$ cat src/rtl/alu_seq.sv
// alu_seq: registered, multi-cycle ALU between the operand latches (A/B)
// and the result register C of the datapath.
//
// Parameters
//   W     operand/result width (W >= 4)
//   SH_W  width of the shift-amount field taken from Bin[SH_W-1:0]
//         (2**SH_W >= W)
//
// Ports
//   clk     rising-edge clock
//   reset   synchronous, active-high reset
//   start   request, sampled only while idle
//   Ain     operand A
//   Bin     operand B
//   ALUop   operation select, sampled with start
//   out     registered result
//   status  registered flags {V, N, Z}
//   busy    high from the cycle after accept until done
//   done    single-cycle pulse when out/status update
//
// Configuration
//   ALU_SEQ_MUL_EN  when defined, op 3'b111 runs an iterative W-cycle
//                   shift-add multiplier. When undefined, op 3'b111 is
//                   illegal and returns out=0, status=3'b100.
module alu_seq #(
  parameter int W    = 16,
  parameter int SH_W = 4
) (
  input  logic         clk,
  input  logic         reset,
  input  logic         start,
  input  logic [W-1:0] Ain,
  input  logic [W-1:0] Bin,
  input  logic [2:0]   ALUop,
  output logic [W-1:0] out,
  output logic [2:0]   status,
  output logic         busy,
  output logic         done
);

`ifdef ALU_SEQ_MUL_EN
  typedef enum logic [1:0] {IDLE, EXEC, MUL, FIN} stateT;
  localparam int CNT_W = $clog2(W) + 1;
`else
  typedef enum logic [1:0] {IDLE, EXEC} stateT;
`endif

  stateT state;

  logic [W-1:0] aReg;
  logic [W-1:0] bReg;
  logic [2:0]   opReg;

`ifdef ALU_SEQ_MUL_EN
  logic [2*W-1:0] acc;
  logic [2*W-1:0] mcand;
  logic [W-1:0]   mplier;
  logic [CNT_W-1:0] cnt;
`endif

  logic [W-1:0]    execOut;
  logic            execV;
  logic [2:0]      execFlags;
  logic [SH_W-1:0] shAmt;
  logic [2*W-1:0]  shiftWide;

  // Single-cycle result of the latched operands. The shift is done in a
  // double-width vector so the bits pushed past the MSB can be inspected
  // for the V flag; amounts of W or more clear the result, and V then
  // reports whether A had any set bit at all. Op 111 only lands here when
  // the multiplier is absent, so it is reported as an illegal op with V
  // set and Z deliberately left clear.
  always_comb begin
    execOut   = '0;
    execV     = 1'b0;
    shiftWide = '0;
    shAmt     = bReg[SH_W-1:0];
    case (opReg)
      3'b000: begin
        execOut = aReg + bReg;
        execV   = (aReg[W-1] == bReg[W-1]) && (execOut[W-1] != aReg[W-1]);
      end
      3'b001: begin
        execOut = aReg - bReg;
        execV   = (aReg[W-1] != bReg[W-1]) && (execOut[W-1] != aReg[W-1]);
      end
      3'b010: execOut = aReg & bReg;
      3'b011: execOut = ~bReg;
      3'b100: execOut = aReg | bReg;
      3'b101: execOut = aReg ^ bReg;
      3'b110: begin
        if (int'(shAmt) >= W) begin
          execOut = '0;
          execV   = |aReg;
        end else begin
          shiftWide = {{W{1'b0}}, aReg} << shAmt;
          execOut   = shiftWide[W-1:0];
          execV     = |shiftWide[2*W-1:W];
        end
      end
      default: begin
        execOut = '0;
        execV   = 1'b1;
      end
    endcase
    if (opReg == 3'b111) begin
      execFlags = 3'b100;
    end else begin
      execFlags = {execV, execOut[W-1], execOut == '0};
    end
  end

  // Control FSM with registered outputs. Operands are captured on accept
  // so later changes on Ain/Bin/ALUop cannot disturb an operation in
  // flight. busy falls on the same edge that raises done, so a new
  // request can be accepted on the very next edge. The multiplier always
  // runs exactly W iterations (one B bit per cycle, LSB first) so its
  // latency does not depend on the operand values.
  always_ff @(posedge clk) begin
    if (reset) begin
      state  <= IDLE;
      out    <= '0;
      status <= 3'b000;
      busy   <= 1'b0;
      done   <= 1'b0;
      aReg   <= '0;
      bReg   <= '0;
      opReg  <= 3'b000;
`ifdef ALU_SEQ_MUL_EN
      acc    <= '0;
      mcand  <= '0;
      mplier <= '0;
      cnt    <= '0;
`endif
    end else begin
      done <= 1'b0;
      case (state)
        IDLE: begin
          if (start) begin
            aReg  <= Ain;
            bReg  <= Bin;
            opReg <= ALUop;
            busy  <= 1'b1;
`ifdef ALU_SEQ_MUL_EN
            if (ALUop == 3'b111) begin
              acc    <= '0;
              mcand  <= {{W{1'b0}}, Ain};
              mplier <= Bin;
              cnt    <= '0;
              state  <= MUL;
            end else begin
              state <= EXEC;
            end
`else
            state <= EXEC;
`endif
          end
        end
        EXEC: begin
          out    <= execOut;
          status <= execFlags;
          done   <= 1'b1;
          busy   <= 1'b0;
          state  <= IDLE;
        end
`ifdef ALU_SEQ_MUL_EN
        MUL: begin
          if (mplier[0]) begin
            acc <= acc + mcand;
          end
          mcand  <= mcand << 1;
          mplier <= mplier >> 1;
          cnt    <= cnt + 1'b1;
          if (cnt == CNT_W'(W - 1)) begin
            state <= FIN;
          end
        end
        FIN: begin
          out    <= acc[W-1:0];
          status <= {|acc[2*W-1:W], acc[W-1], acc[W-1:0] == '0};
          done   <= 1'b1;
          busy   <= 1'b0;
          state  <= IDLE;
        end
`endif
        default: state <= IDLE;
      endcase
    end
  end

endmodule

$ cat config.mk
export PLATFORM = sky130hd
export DESIGN_NAME = alu_seq
export DESIGN_NICKNAME = d
export VERILOG_FILES = /design/src/rtl/alu_seq.sv
export SDC_FILE = /design/constraint.sdc
export NUM_CORES = 1
export LEC_CHECK = 0
export ABC_AREA = 1
export CORE_ASPECT_RATIO = 0.6
export CORE_UTILIZATION = 60
export CTS_CLUSTER_DIAMETER = 80
export DETAILED_ROUTE_END_ITERATION = 10
export PLACE_DENSITY = 0.84
export SKIP_CTS_REPAIR_TIMING = 1
export SLEW_MARGIN = 40
export SYNTH_ARGS = -nofsm -noshare
export SYNTH_HDL_FRONTEND = slang
export SYNTH_SLANG_ARGS = --single-unit
$ cat constraint.sdc
create_clock -name clk -period 4.2 [get_ports clk]
set_input_delay 0.42 -clock clk [delete_from_list [all_inputs] [get_ports clk]]
set_output_delay 0.42 -clock clk [all_outputs]
set_load 0.005 [all_outputs]
==> metrics.csv <==
stage,metric,value,unit
detailed_routing,routed_wl,19.6,mm
worst_hold_path,min_path_cells,2,
detailed_routing,num_vias,6632,
power_and_ir_drop,internal_power,0.00134,W
power_and_ir_drop,vdd_drop_max,218,uV
synthesis,synth-edff-count,0,
finish,drive_above_1_share,0.0564,
sta,rsz0062_at_grt,false,
cts,ctsHtreeMaxLevel,3,
finish,fin_area,6500,um2
global_route,antenna_found_initial,0,
cts,clock_sinks,57,
finish,fin_nets,1080,
detailed_routing,viasPerCell,5.91,
finish,area_growth,14.2,%
cts,cts_buffers,9,
synthesis,yosysUniqueCellTypes,38,
cts,clk_path_buf_depth,2,
synthesis,ys_ff_latch,57,
setup_path,crit_chain,inv_2 -> ha_1 -> inv_2 -> or2_2 -> nand3_1 -> nand3_1 -> nor2_1 -> nand2_1 -> nor2_1 -> nand2_1 -> nor2_1 -> nand2_1 -> nor2_1 -> nand2_1 -> nand2_1,
global_route,grt_use_met1,0.599,
detailed_routing,drt_iter0_markers,966,
floorplanning,fp.dieW,128,um
global_route,busiest_layer,met1,
sta,maxSlewHeadroom,0.503,
global_route,grt_pass1_vias,5798,
detailed_routing,ant_nets,0,
cts,cts_tree,done,
sta,worst_clock_skew,7.08,ps
global_route,overflow,0,
setup_path,cpPeakStageDelay,700,ps
cts,cts-root-buf,clkbuf_16,
power_and_ir_drop,seqPwrFrac,0.290,
detailed_routing,wl_per_cell,17.5,um
setup_path,required,4480,ps
power_and_ir_drop,clkPwrFrac,0.344,
placement,place_area,6210,um2
synthesis,synthTopCellsByArea,"dfxtp_1 20%, nand2_1 18%, ha_1 11%",
power_and_ir_drop,p_sw,0.000849,W
floorplanning,dieHeight,77.5,um
setup_path,critPathSlowestCell,dfxtp_1,
global_route,gr-usage-met3,0.112,
sta,setup_viol,0,
setup_path,crit_top_cell,nand2_1,
detailed_routing,drc,0,
placement,gp_congestion,1.01,
job,maxCapViolCount,0,
synthesis,async_flop_share,0,
synthesis,synth_top_area_frac,0.200,
synthesis,synth_common_cells,"273 x nand2_1, 116 x nand3_1, 104 x inv_1",
sta,min_period,3090,ps
synthesis,syn_inst,955,
synthesis,ys.warnings.count,0,
setup_path,critPathMaxFanout,20,
floorplanning,core.rowCount,27,
status,outcome,"finished, final reports clean",
worst_hold_path,holdCritPathClass,flop to flop,
cts,clk_latency,340,ps
floorplanning,core_area,9190,um2
finish,final_core_util,0.708,
synthesis,synth_most_common_cell,nand2_1,
synthesis,synth_flop_cell,dfxtp_1,
global_route,met2_usage,0.557,
power_and_ir_drop,sw_frac_of_total,0.389,
setup_path,cp-end-kind,flop,
setup_path,reg2regPathDepth,15,
finish,diodes,0,
placement,hpwl,14.9,mm
placement,io_buffers,58,
floorplanning,die-area,9890,um2
floorplanning,initial_core_util,0.620,
global_route,grt.total_usage,0.412,
synthesis,syn_area_per_cell,5.96,um2
sta,setup_ws,1110,ps
setup_path,cp.arrival,3360,ps
sta,period_share,0.735,
detailed_routing,first_pass_iters,6,
global_route,grt_pass1_wl,31.0,mm
setup_path,worst_setup_path_start_kind,flop,
synthesis,yosysTopAreaCell,dfxtp_1,
floorplanning,num_io_pins,59,
sta,worst_pin_slew,745,ps
synthesis,syn-num-nets,1046,
power_and_ir_drop,leakage,3.17,nW
synthesis,yosysSeqAreaShare,0.200,
sta,fmax,324,MHz
global_route,grt_max_degree,71,
power_and_ir_drop,combPwrFrac,0.365,
synthesis,mappedNetlistArea,5690,um2
cts,cts.reportedPaths.clkPinSlew,50,ps
power_and_ir_drop,power_density,336,nW/um2
setup_path,worstSetupPathType,flop to flop,
sta,totalNegativeSetupSlack,0,ps
sta,hold_viol,0,
placement,place_ws,1270,ps
sta,slew_violations,0,
-- metrics by stage --
stage / power, W / hold WS, ps / instances
floorplan: 0.00119 / 448 / 955
global placement: 0.00140 / 444 / 1108
detailed placement: 0.00140 / 449 / 1108
CTS: 0.00215 / 460 / 1123
global route: 0.00230 / 477 / 1123
finish: 0.00218 / 455 / 1123
-- critical path: cells and delay by family, from the launching register on --
family / cells / cell delay [ps]
AND/OR/NAND/NOR: 12 / 1360
flip-flops: 1 / 700
adder cells (fa/ha/maj): 1 / 570
buffers and inverters: 2 / 410
-- cells by family (layout without fill, tap and decap cells) --
logic type	after synthesis	after routing	share of synthesized area
DFF	57	57	0.200
adders and majority gates	53	53	0.119
buffers and inverters	153	191	0.123
AOI/OAI and AO/OA	151	151	0.144
and+or+nand+nor	541	541	0.413
-- layout make-up --
cell class | instances | area (um2)
clock inverter | 3 | 40.0
clock buffer | 12 | 256
fill | 869 | 2690
inverter | 112 | 423
multi-input combinational | 745 | 3850
timing repair buffer | 64 | 626
sequential | 57 | 1140
tap | 130 | 163
-- per-layer routing --
metal  vias to the layer above  routed length (um)  part of all wire
met3                        68                2760              0.14
met5                         -                   0                 0
met2                       468                7430              0.38
li1                       3173                   -                 -
met1                      2923                8660              0.44
met4                         0                 759             0.039
-- power by group through the flow --
| stage | sequential [W] | clock (W) | combinational [W] |
|---|---|---|---|
| 2_1_floorplan | 0.000622 | 0 | 0.000565 |
| 3_3_place_gp | 0.000642 | 0 | 0.000754 |
| 3_5_place_dp | 0.000643 | 0 | 0.000756 |
| 4_1_cts | 0.000632 | 0.000749 | 0.000765 |
| 5_1_grt | 0.000639 | 0.000787 | 0.000877 |
| 6_report | 0.000634 | 0.000752 | 0.000798 |
-- final timing paths --
check                 start        end  slack [ps]
setup / recovery    bReg[2]  status[0]        1110
hold / removal    status[2]  status[2]         460
setup reg to reg    bReg[2]  status[0]        1110
hold reg to reg   status[2]  status[2]         460
-- sequential cells by signal (all words and copies together), names as in the netlist --
| register | flops |
|---|---|
| aReg | 16 |
| out | 16 |
| busy | 1 |
| done | 1 |
| opReg | 3 |
| bReg | 16 |
| state | 1 |
| status | 3 |
-- placed cells by master (no fill, tap or decap), drive strengths merged --
cell and count:
a31oi 1, clkbuf 12, and3 1, nand2 284
clkinv 3, or2 3, bufinv 1, o22ai 13
a22o 8, inv 111, dfxtp 57, nor3 6
ha 51, nand4 20, a21oi 66, fa 2
and2 1, o211ai 1, clkdlybuf4s50 58, o21bai 1
o21a 1, nor2 104, buf 6, o21ai 60
nand3 120, nand3b 2
Power figures use the tool's default switching activity.
